File: src/rtl/uart_rx_ctrl.sv
// UART receive sequencer: start detection, oversample edge/bit counting,
// single-cycle checker/deserializer enables and per-frame result pulses.
module uart_rx_ctrl #(
    parameter int DATA_WIDTH = 8,
    parameter int PRESCALE_W = 6
) (
    input  logic                  i_clk,
    input  logic                  i_rst,
    input  logic                  i_rx_in,
    input  logic [PRESCALE_W-1:0] i_prescale,
    input  logic                  i_par_en,
    input  logic                  i_strt_glitch,
    input  logic                  i_par_err,
    input  logic                  i_stp_err,
    output logic                  o_dat_samp_en,
    output logic [PRESCALE_W-1:0] o_edge_cnt,
    output logic [3:0]            o_bit_cnt,
    output logic                  o_strt_chk_en,
    output logic                  o_deser_en,
    output logic                  o_par_chk_en,
    output logic                  o_stp_chk_en,
    output logic                  o_data_valid,
    output logic                  o_frm_err
);

    typedef enum logic [2:0] {IDLE, START, DATA, PARITY, STOP} state_t;

    localparam logic [PRESCALE_W-1:0] ONE = PRESCALE_W'(1);
    localparam logic [PRESCALE_W-1:0] TWO = PRESCALE_W'(2);
    localparam logic [PRESCALE_W-1:0] P8  = PRESCALE_W'(8);
    localparam logic [PRESCALE_W-1:0] P16 = PRESCALE_W'(16);
    localparam logic [PRESCALE_W-1:0] P32 = PRESCALE_W'(32);
    localparam logic [3:0]            LAST_BIT = 4'(DATA_WIDTH - 1);

    state_t                  state, state_nx;
    logic [PRESCALE_W-1:0]   p_lat, p_nx, p_sel, edge_nx;
    logic [3:0]              bit_nx;
    logic                    par_lat;
    logic                    last_edge;
    logic                    chk_edge;
    logic                    frame_bad;

    assign p_sel     = (i_prescale == P16 || i_prescale == P32) ? i_prescale : P8;
    assign last_edge = (o_edge_cnt == p_lat - ONE);
    assign frame_bad = par_lat | i_stp_err;

    always_comb begin
        state_nx = state;
        p_nx     = p_lat;
        edge_nx  = o_edge_cnt + ONE;
        bit_nx   = o_bit_cnt;
        case (state)
            IDLE: begin
                bit_nx = '0;
                if (!i_rx_in) begin
                    // The detecting cycle is edge 0, so the first START cycle shows edge 1.
                    state_nx = START;
                    p_nx     = p_sel;
                    edge_nx  = ONE;
                end else begin
                    edge_nx = '0;
                end
            end
            START: begin
                if (last_edge) begin
                    edge_nx  = '0;
                    bit_nx   = '0;
                    state_nx = i_strt_glitch ? IDLE : DATA;
                end
            end
            DATA: begin
                if (last_edge) begin
                    edge_nx = '0;
                    if (o_bit_cnt == LAST_BIT) begin
                        state_nx = i_par_en ? PARITY : STOP;
                    end else begin
                        bit_nx = o_bit_cnt + 4'd1;
                    end
                end
            end
            PARITY: begin
                if (last_edge) begin
                    edge_nx  = '0;
                    state_nx = STOP;
                end
            end
            STOP: begin
                if (last_edge) begin
                    edge_nx  = '0;
                    bit_nx   = '0;
                    state_nx = IDLE;
                end
            end
            default: begin
                state_nx = IDLE;
                edge_nx  = '0;
                bit_nx   = '0;
            end
        endcase
    end

    // Enables are registered from next-state values so they line up with edge P-2.
    assign chk_edge = (edge_nx == p_nx - TWO);

    always_ff @(posedge i_clk or negedge i_rst) begin
        if (!i_rst) begin
            state         <= IDLE;
            p_lat         <= P8;
            par_lat       <= 1'b0;
            o_dat_samp_en <= 1'b0;
            o_edge_cnt    <= '0;
            o_bit_cnt     <= '0;
            o_strt_chk_en <= 1'b0;
            o_deser_en    <= 1'b0;
            o_par_chk_en  <= 1'b0;
            o_stp_chk_en  <= 1'b0;
            o_data_valid  <= 1'b0;
            o_frm_err     <= 1'b0;
        end else begin
            state         <= state_nx;
            p_lat         <= p_nx;
            o_edge_cnt    <= edge_nx;
            o_bit_cnt     <= bit_nx;
            o_dat_samp_en <= (state_nx != IDLE);
            o_strt_chk_en <= (state_nx == START)  && chk_edge;
            o_deser_en    <= (state_nx == DATA)   && chk_edge;
            o_par_chk_en  <= (state_nx == PARITY) && chk_edge;
            o_stp_chk_en  <= (state_nx == STOP)   && chk_edge;
            o_data_valid  <= (state == STOP) && last_edge && !frame_bad;
            o_frm_err     <= (state == STOP) && last_edge && frame_bad;
            if (state_nx == IDLE) begin
                par_lat <= 1'b0;
            end else if (state == PARITY && last_edge) begin
                par_lat <= par_lat | i_par_err;
            end
        end
    end

endmodule

File: config.mk
export PLATFORM = sky130hd
export DESIGN_NAME = uart_rx_ctrl
export DESIGN_NICKNAME = d
export VERILOG_FILES = /design/src/rtl/uart_rx_ctrl.sv
export SDC_FILE = /design/constraint.sdc
export NUM_CORES = 1
export LEC_CHECK = 0
export ABC_AREA = 1
export CORE_UTILIZATION = 44
export CTS_CLUSTER_DIAMETER = 30
export CTS_CLUSTER_SIZE = 16
export DETAILED_ROUTE_END_ITERATION = 8
export PLACE_DENSITY = 0.68
export SETUP_SLACK_MARGIN = 0.3
export SLEW_MARGIN = 15
export SYNTH_ARGS = -nofsm -noshare
export SYNTH_HDL_FRONTEND = slang
export SYNTH_SLANG_ARGS = --single-unit
File: constraint.sdc
create_clock -name i_clk -period 2.6 [get_ports i_clk]
set_input_delay 0.52 -clock i_clk [delete_from_list [all_inputs] [get_ports i_clk]]
set_output_delay 0.52 -clock i_clk [all_outputs]
set_load 0.05 [all_outputs]
; Word-level counts from Yosys, hierarchy flattened
; Index checks and enable logic that the tools add are counted.
; W data, S select, Z words.
[word_totals]
regBits = 27
elab_cells = 73
[classes]
add_sub_neg = 4
eq_ne = 16
muxes = 21
bitwise_logic = 3
reduce_logical = 17
[ops]
columns = op, count
row1 = $mux W6, 4
row2 = $mux W3, 7
row3 = $pmux W3 S5, 1
row4 = $eq A3 B2 Y1 const B, 4
row5 = $eq A6 B6 Y1, 2
row6 = $mux W4, 3
row7 = $pmux W4 S3, 1
row8 = $pmux W6 S2, 1
row9 = $logic_and A1 B1 Y1, 8
row10 = $add A6 B1 Y6 const B, 1
row11 = $eq A3 B1 Y1 const B, 2
row12 = $eq A3 B3 Y1 const B, 2
row13 = $eq A6 B5 Y1 const B, 1
row14 = $eq A6 B6 Y1 const B, 1
row15 = $logic_not A3 Y1, 2
row16 = $sub A6 B1 Y6 const B, 1
row17 = $sub A6 B2 Y6 const B, 1
row18 = $add A4 B1 Y4 const B, 1
row19 = $eq A4 B3 Y1 const B, 1
row20 = $ne A2 B2 Y1 const B, 2
row21 = $reduce_and A4 Y1, 1
row22 = $reduce_or A4 Y1, 1
row23 = $mux W1, 3
row24 = $reduce_bool A3 Y1, 1
row25 = 8 further kinds, 9

; Longest topological paths before layout
; Gate-level depths: netlist of the first run.
[logic_depth]
word_depth = 8
depth_mapped = 17
mapped_depth_nobuf = 16

; Least setup slack after synthesis of the first run
; OpenSTA, ideal clock, no wires.
[synth_path]
path_type = reg-to-reg
startpoint = reg p_lat[0]
endpoint = reg par_lat
setup_time_ns = 0.117
arrival_ns = 1.846
t_required_ns = 2.483
slack_ns = 0.638
stages_incl_launch_ff = 16
synth_period_minus_slack_ns = 1.962
cell_sequence = dfrtp_1 -> inv_2 -> ha_1 -> nand2_1 -> nand2_1 -> nor2_1 -> nand2_2 -> nor2_4 -> nand3_4 -> buf_6 -> nand2_1 -> o21ai_2 -> nor2_1 -> nand2_1 -> o21ai_1 -> inv_2
[synth_via]
elab_chain_len = 6
[synth_lines]
columns = element, line
row1 = start: declaration, 36  ; logic [PRESCALE_W-1:0] p_lat, p_nx, p_sel, edge_nx;
row2 = start signal: assignment, 121  ; p_lat <= p_nx;
row3 = $sub A6 B1 Y6 (*), 44  ; assign last_edge = (o_edge_cnt == p_lat - ONE);
row4 = $eq A6 B6 Y1 (*), 44
row5 = "$mux W3, on equally long branches", n/a
row6 = $pmux W3 S5 (*), 52  ; case (state)
row7 = via state_nx[2], 35  ; state_t state, state_nx;
row8 = $logic_not A3 Y1 (*), 131  ; if (state_nx == IDLE) begin
row9 = $mux W1 or $reduce_bool A2 Y1 (tied branches), n/a
row10 = end signal: assignment, 134  ; par_lat <= par_lat | i_par_err;
row11 = end: declaration, 38  ; logic par_lat;
; Mark *: on every way through the listed nets, which the timed path passes. The rest lies on a longest branch.
; A chain may end at the register's enable or synchronous reset.

; Final worst setup path of the first run
; Ends and elaborated chain as after synthesis.

==> results of run 1 <==
registers in the layout (all words and copies together), names as in the netlist:
register       cells
o_data_valid       1
o_bit_cnt          4
o_deser_en         1
par_lat            1
o_edge_cnt         6
state              3
o_stp_chk_en       1
o_par_chk_en       1
o_dat_samp_en      1
p_lat              6
o_strt_chk_en      1
o_frm_err          1
path summary, 6_finish.rpt:
check,from,to,cells after the start,slack [ps]
max in group asynchronous,i_rst,p_lat[3]$_DFF_PN1_,2,1690
worst max-delay path,p_lat[0]$_DFF_PN0_,par_lat$_DFFE_PN0P_,15,430
worst max register to register,p_lat[0]$_DFF_PN0_,par_lat$_DFFE_PN0P_,15,430
min in group asynchronous,i_rst,o_frm_err$_DFF_PN0_,2,610
worst min register to register,par_lat$_DFFE_PN0P_,o_data_valid$_DFF_PN0_,1,470
worst min-delay path,par_lat$_DFFE_PN0P_,o_data_valid$_DFF_PN0_,1,470
metal layers:
metal | part of all wire [%] | wire [um] | up-vias | global-route usage, %
met2 | 50 | 2021 | 24 | 34.41
met3 | 3.1 | 127 | 4 | 2.604
li1 | - | - | 882 | -
met1 | 46 | 1849 | 769 | 23.05
met4 | 0.89 | 36 | 0 | 6.250
met5 | 0 | 0 | - | 0
cell families (layout without fill, tap and decap cells):
family | count (synthesis) | in the layout | share of synthesized area, %
xor gates and xnor gates | 4 | 4 | 1.995
buffers and inverters | 45 | 92 | 10.04
AOI/OAI and AO/OA | 14 | 14 | 5.057
and+or+nand+nor | 157 | 158 | 41.52
adders and majority gates | 4 | 4 | 2.849
DFF | 27 | 27 | 38.53
metrics by stage:
step / total power [uW] / std cells / instance area, um^2 / setup WS (ps)
finish: 2353 / 347 / 2313 / 425.9
global route: 2542 / 347 / 2313 / 294.9
CTS: 2210 / 334 / 2167 / 309.9
detailed placement: 1960 / 330 / 2118 / 43.40
global placement: 1941 / 330 / 2118 / 81.20
floorplan: 1635 / 251 / 1757 / 637.7
worst reg2reg max path, delay by kind of cell (launching register included):
family | cells | cell delay (ps)
buffers and inverters | 3 | 310
AOI/OAI and AO/OA | 3 | 290
and+or+nand+nor | 8 | 790
adders and majority gates | 1 | 290
DFF | 1 | 400
where the power goes:
part	internal (uW)	total [uW]	switching (uW)
clock	109	245	136
combinational	530	1480	947
sequential	520	631	111
total	1160	2350	1190
placed cells by master, fill, tap and decap left out, drive strengths merged, types with 3 or more instances in the layout:
cell type	Yosys	final
a21oi	4	4
buf	1	15
nand3	24	25
clkbuf	0	3
inv	44	43
nand4	5	5
nand2	83	83
o21ai	7	7
nor2	35	35
nor3	6	6
ha	4	4
clkdlybuf4s50	0	28
dfrtp	26	26
cells in the mapped netlist, drive strengths merged:
| library cell | count | area (um^2) |
|---|---|---|
| nand4 | 5 | 31.28 |
| nand3 | 24 | 147.7 |
| buf | 1 | 11.26 |
| o21ai | 7 | 38.78 |
| xnor2 | 2 | 17.52 |
| inv | 44 | 165.2 |
| nor2 | 35 | 156.4 |
| nor3 | 6 | 30.03 |
| nand2 | 83 | 334.1 |
| xor2 | 2 | 17.52 |
| o211ai | 1 | 7.510 |
| ha | 4 | 50.05 |
| dfrtp | 26 | 650.6 |
| nand3b | 2 | 15.01 |
| o21bai | 2 | 18.77 |
| dfstp | 1 | 26.28 |
| a21oi | 4 | 23.77 |
| nor3b | 2 | 15.01 |
repair_timing:
action / CTS / global route
hold endpoints to repair: 0 / 0
endpoints found under the setup margin: 0 / 8
setup buffers: 0 / 12
resized for setup: 0 / 17
layout make-up:
type / instances / share of cell area [%]
Clock inverter: 1 / 0.3245
Sequential cell: 27 / 29.26
Clock buffer: 3 / 1.785
Timing Repair Buffer: 44 / 17.52
Multi-Input combinational cell: 180 / 41.16
Tap cell: 48 / 2.596
Inverter: 44 / 7.355
==> summary.txt, run 1 <==
RSZ-0062 raised after global routing - no
Synth Instances - 251
Critical-path top delay cell - dfrtp_1
share of layout cells above drive strength 1 - 19.73%
vias per cell - 4.839
Hold WC Path Type - flip-flop to flip-flop
filler cell count - 357
final hold vios - 0
vias in the first global route - 1524
total CTS buffers - 3
remaining global-route overflow - 0
worst vdd ir - 0.0006505 V
Starting Density - 46.93%
Chip Width - 65.19 um
Setup Viol. Count Final - 0
final worst path period share - 83.62%
CP Cell Sequence - inv_2 > ha_2 > nand2_1 > nand2_1 > nor2_2 > nand2_2 > nor2_4 > nand3_4 > buf_4 > a21oi_2 > a21oi_2 > nor2_1 > nand2_1 > o21ai_1 > inv_2
Worst Path Max Fanout - 5
Antenna diodes - 0
Max Slew Vio Count - 0
Final ANT Viol Nets - 0
CTS tree - yes
first-pass GRT wire length - 6368 um
Critical Path Source Type - flip-flop
status - completed
core area - 3744 um^2
Top delay family on crit path - simple AND/OR/NAND/NOR gates
post-synth cell types - 29
Hold WS - 474.3 ps
antenna violations before repair - 0
first drt pass iteration count - 4
endpoint type of the worst setup path - flip-flop
CP Class - flip-flop to flip-flop
Syn Area/Cell - 6.999 um^2
Leakage - 0.001160 uW
CTS Hold Bufs - 0
GRT Resource Usage Total - 19.05%
Worst slew margin - 60.91%
Seq/Total Area, Yosys - 38.53%
Synth Register Bits - 27
final core occ - 61.80%
WP data required - 2780 ps
Nets - 317
Mapped Nets - 268
synth warn - 0
dpl hpwl - 2875 um
Multi-input gate area - 952.2 um^2
clk_lat worst skew - 270 ps
register area - 676.9 um^2
H-tree levels - 1
setup tns final - 0 ps
Setup Skew - 6.611 ps
Critical Path Max Stage Delay - 400 ps
largest net degree at the start of global routing - 28
clock tree buffer depth - 2
vias - 1679
DR DRC count - 0
FP Rows - 22
max-cap viol count - 0
GPL Wtd Cong - 0.7861
Ports - 30
Worst-path clk slew - 100 ps
Pwr Density - 1017 nW/um^2
Die Area - 4249 um^2
CTS root buf - clkbuf_8
CP arrival - 2350 ps
number of port buffers - 29
Tmin final - 2174 ps
die height - 65.19 um
final wirelength - 4035 um
Clock Sinks - 27
area delta synth->final - 31.70%
most used cell, CP - nand2_1
Worst Max-Slew Pin Slew - 581.8 ps
fmax - 0.4600 GHz
Iter 0 DRT Violations - 54
sum of buffers and inverters on the critical path - 3
Netlist Area Pre-Place - 1757 um^2
WL/cell - 11.63 um
No activity file was read; power rests on OpenSTA's default activity.
==> run 2, diff against run 1 <==
- clock period: 2.6 -> 2.1 ns (I/O delays scaled with it)
==> run 2 against run 1 <==
Setup slack worse by 370 ps. Utilization up 4.7 points. Non-clock buffer count up 16. Via count up 2.4%. Die area unchanged. Global-route usage up 2.1 points. Clock skew down 1.3 ps. Sequential share of layout area down 1.8 points.
==> summary.txt, run 2 (synthesized netlist as in run 1, its figures left out) <==
Chip Width - 65.19 um
final worst path period share - 97.25%
dpl hpwl - 3047 um
worst slack at placement - -236.9 ps
Worst Path Max Fanout - 5
DR DRC count - 0
Clock Sinks - 27
final wirelength - 4141 um
first-pass GRT wire length - 6962 um
non-filler instance count after layout - 363
Final ANT Viol Nets - 0
CP Cell Sequence - clkdlybuf4s50_1 > nor2_1 > nand2_2 > inv_2 > nor2_2 > inv_1 > ha_2 > nand3b_1 > nand2_1 > nand4_1 > nand2_1 > nand2_2 > nor2_4 > nand2_1 > nor2_1
antenna violations before repair - 0
Critical Path Max Stage Delay - 460 ps
post-route design area - 2491 um^2
GRT Resource Usage Total - 21.19%
CP arrival - 2240 ps
RSZ-0062 raised after global routing - yes
total power draw - 3119 uW
status - completed
area delta synth->final - 41.81%
final setup margin - 57.68 ps
Setup Viol. Count Final - 0
die height - 65.19 um
Ports - 30
Nets - 333
core area - 3744 um^2
vias per cell - 4.736
WL/cell - 11.41 um
met2 Use GR - 37.24%
biggest regs - o_edge_cnt (6), p_lat (6), o_bit_cnt (4)
Worst slew margin - 66.84%
Hold WC Path Type - flip-flop to flip-flop
CTS tree - yes
Starting Density - 46.93%
Worst R2R Start - p_lat[0]$_DFF_PN0_
Worst-path clk slew - 90 ps
GRT busiest layer - met2
Hold Startpoint - par_lat$_DFFE_PN0P_
sum of buffers and inverters on the critical path - 3
Multi-input gate area - 1015 um^2
Max Slew Vio Count - 0
Worst Max-Slew Pin Slew - 499.4 ps
H-tree levels - 1
Pwr Density - 1252 nW/um^2
M3 GR Usage - 3.125%
clock tree buffer depth - 2
Setup Skew - 5.320 ps
fmax - 0.4896 GHz
CP Class - input pin to flip-flop
total CTS buffers - 3
WP data required - 2300 ps
FP Rows - 22
filler cell count - 347
Critical-path top delay cell - clkdlybuf4s50_1
Tmin final - 2042 ps
placed cell count - 352
Iter 0 DRT Violations - 45
Leakage - 0.001326 uW
Die Area - 4249 um^2
register area - 683.2 um^2
remaining global-route overflow - 0
first drt pass iteration count - 4
number of port buffers - 29
share of layout cells above drive strength 1 - 30.16%
GPL Wtd Cong - 0.7996
vias in the first global route - 1595
grt met1 use - 27.67%
final hold vios - 0
vias - 1719
clk_lat worst skew - 270 ps
most used cell, CP - nand2_1
endpoint type of the worst setup path - flip-flop
Antenna diodes - 0
worst vdd ir - 0.0009713 V
crit path from - i_rx_in
max-cap viol count - 0
Critical Path Source Type - input pin
commonest non-fill, non-tap cell in the layout - nand2_1
CTS root buf - clkbuf_8
most frequent cells in the layout - nand2_1 (70), inv_1 (33), buf_4 (26)
setup tns final - 0 ps
placed inst area - 2305 um^2
Top delay family on crit path - simple AND/OR/NAND/NOR gates
largest net degree at the start of global routing - 28
## run 2: power by group
part	internal, uW	switching [uW]	total, uW
sequential	651	133	784
combinational	774	1260	2040
clock	136	163	298
## run 2: stage by stage
stage | utilization [%] | hold WS (ps)
2_1_floorplan | - | 124.4
3_3_place_gp | 61.56 | 461.7
3_5_place_dp | 61.56 | 462.3
4_1_cts | 65.27 | 497.2
5_1_grt | 66.54 | 524.5
6_report | 66.54 | 497.3
## run 2: final cells by class
type	instances	share of cell area (%)
Sequential cell	27	27.42
Timing Repair Buffer	60	20.89
Multi-Input combinational cell	180	40.73
Clock buffer	4	1.808
Inverter	44	6.730
Tap cell	48	2.411
## run 2: layer usage
layer / share of wire, % / wire length (um) / vias up
met4: 0.65 / 27 / 0
met3: 3.4 / 142 / 4
met2: 49 / 2032 / 25
met5: 0 / 0 / -
met1: 47 / 1938 / 778
li1: - / - / 912
## run 2: path summary, 6_finish.rpt
| kind | end | slack [ps] | cells past startpoint |
|---|---|---|---|
| worst max register to register | o_par_chk_en$_DFF_PN0_ | 90 | 17 |
| worst max-delay path | o_par_chk_en$_DFF_PN0_ | 60 | 15 |
| max in group asynchronous | p_lat[3]$_DFF_PN1_ | 1270 | 2 |
| worst min-delay path | o_data_valid$_DFF_PN0_ | 500 | 1 |
| min in group asynchronous | o_edge_cnt[0]$_DFF_PN0_ | 520 | 2 |
| worst min register to register | o_data_valid$_DFF_PN0_ | 500 | 1 |
## run 2: worst register-to-register path, cell delays in order (launching register included)
cell     delay, ps
dfrtp_1        380
inv_2           60
ha_4           260
inv_2           30
nand2_1         50
nand2_1         60
nor2_2         100
nand2_2         70
nor2_4         110
nand3_4        140
buf_6          170
nand2_4         50
nand3_2         60
nand2_2         70
nand2_2         80
nor2_4         100
nand2_1         70
nor2_1          90
## run 2: repair_timing
action,in CTS,in global routing
cloned,1,0
endpoints found under the setup margin,31,17
gates resized for setup,41,11
hold buffers,0,0
pin swaps,4,3
setup buffers,5,1
==> patch, RTL diff (config.mk and constraints of run 2) <==
`DATA_WIDTH`: 8 -> 6.
--- a/src/rtl/uart_rx_ctrl.sv
+++ b/src/rtl/uart_rx_ctrl.sv
@@ -1,7 +1,7 @@
 // UART receive sequencer: start detection, oversample edge/bit counting,
 // single-cycle checker/deserializer enables and per-frame result pulses.
 module uart_rx_ctrl #(
-    parameter int DATA_WIDTH = 8,
+    parameter int DATA_WIDTH = 6,
     parameter int PRESCALE_W = 6
 ) (
     input  logic                  i_clk,
Formal check against the unedited RTL: same outputs for any inputs over 10 cycles, from zero or initial values and one cycle with i_rst low; that may be too few to reach the edited logic, so the function may still have changed.
==> patch against run 2 <==
Synthesized area up 0.78%. Total power down 2.1%. Worst setup slack better by 3.1 ps. Final cell count down 1.7%. Core utilization down 1.9 points. Sequential cell count unchanged. Worst hold slack worse by 20 ps. Wire length down 1.8%. Cell area down 2.2%. Register-to-register slack worse by 30 ps.
==> patch: results <==
export IMPL_status="finished, final reports clean"
export IMPL_via_per_inst=4.75
export IMPL_clkLatencyLatePin_ps=270
export IMPL_gp_congestion=0.873
export IMPL_syn_nets=272
export IMPL_tightest_slew_ps=505
export IMPL_dp_cells=347
export IMPL_drive_gt1_frac=0.259
export IMPL_p_leak_nw=1.32
export IMPL_grt_total_usage=0.209
export IMPL_dpl_hpwl_mm=2.98
export IMPL_skew_ps=5.67
export IMPL_worstReg2RegStart="p_lat[1]"
export IMPL_grt_pass1_wl_mm=6.75
export IMPL_met2_length_mm=1.82
export IMPL_dp_slack_ps=-217
export IMPL_synth_cell_types=25
export IMPL_grt_pass1_vias=1495
export IMPL_synth_commonest_cells="nand2_1, inv_1, nor2_1"
export IMPL_ir_drop_uv=813
export IMPL_drt_wirelength_per_cell_um=11.4
export IMPL_num_vias=1695
export IMPL_reg2reg_depth=16
export IMPL_nFillCells=332
export IMPL_synth_avg_cell_area_um2=6.97
export IMPL_wl_met1_mm=2.08
export IMPL_synth_seq_area_share=0.382
export IMPL_synth_area_leaders="dfrtp_1, nand2_1, inv_1"
export IMPL_nets=328
export IMPL_rr_endpoint="o_stp_chk_en"
export IMPL_met3_length_um=150
export IMPL_cp_max_fo=8
export IMPL_rrSetupSlack_ps=60
export IMPL_drt_iter0_markers=112
## patch: through the flow
stage / hold WS (ps) / cell area (um^2) / setup TNS [ps]
global placement: 450 / 2250 / -550
finish: 477 / 2440 / 0
floorplan: 124 / 1790 / 0
CTS: 462 / 2350 / 0
global route: 498 / 2440 / -442
detailed placement: 447 / 2250 / -854
## patch: how the worst max path moves through the flow
stage	startpoint	end	slack [ps]	cells past startpoint
floorplan	p_lat[0]	o_deser_en	240	16
global placement	i_rx_in	o_par_chk_en	-140	15
detailed placement	i_rx_in	o_strt_chk_en	-220	15
CTS	p_lat[1]	o_strt_chk_en	60	16
global route	p_lat[1]	o_stp_chk_en	-90	16
finish	p_lat[1]	o_stp_chk_en	60	16
## patch: cells by family after synthesis
kind of cell	Yosys count	share of synthesized area
XOR/XNOR	6	0.0297
AO/OA/AOI/OAI	11	0.0367
buffers and inverters	47	0.104
AND/OR/NAND/NOR	158	0.412
adder cells (fa/ha/maj)	5	0.0353
flip-flops	27	0.382
## patch: timing repair
action                                  CTS  global route
endpoints found under the setup margin   30            16
buffers inserted                          5             0
gates resized for setup                  23            30
cloned                                    1             0
pin swaps                                 3            11
## patch: critical path: stages (launching register included)
cell	delay [ps]
dfrtp_1	370
inv_2	60
ha_4	260
inv_2	30
nand2_1	50
nand2_1	50
nor2_1	90
nand2_1	100
nor2_4	160
nand3_4	170
nand2_2	130
nand3_2	80
nand2_2	80
nand2_2	70
nor2_4	120
nand3_2	80
nor2_2	100
## patch: final cells by class
type / count / area [um^2] / area share
Timing Repair Buffer: 51 / 445 / 0.183
Clock inverter: 1 / 5.00 / 0.00205
Clock buffer: 3 / 41.3 / 0.0169
Sequential cell: 27 / 681 / 0.279
Multi-Input combinational cell: 181 / 1030 / 0.422
Tap cell: 48 / 60.1 / 0.0247
Inverter: 46 / 175 / 0.0719
## patch: metal layers
| layer | track usage | up-vias |
|---|---|---|
| met2 | 0.322 | 30 |
| met1 | 0.305 | 769 |
| met5 | 0 | - |
| met3 | 0.0417 | 2 |
| met4 | 0.0353 | 0 |
| li1 | - | 894 |
## patch: power by group
| group | switching (mW) | total (mW) | internal (mW) |
|---|---|---|---|
| clock network | 0.160 | 0.293 | 0.133 |
| registers | 0.139 | 0.781 | 0.641 |
| logic | 1.25 | 1.98 | 0.735 |
| total | 1.55 | 3.05 | 1.51 |
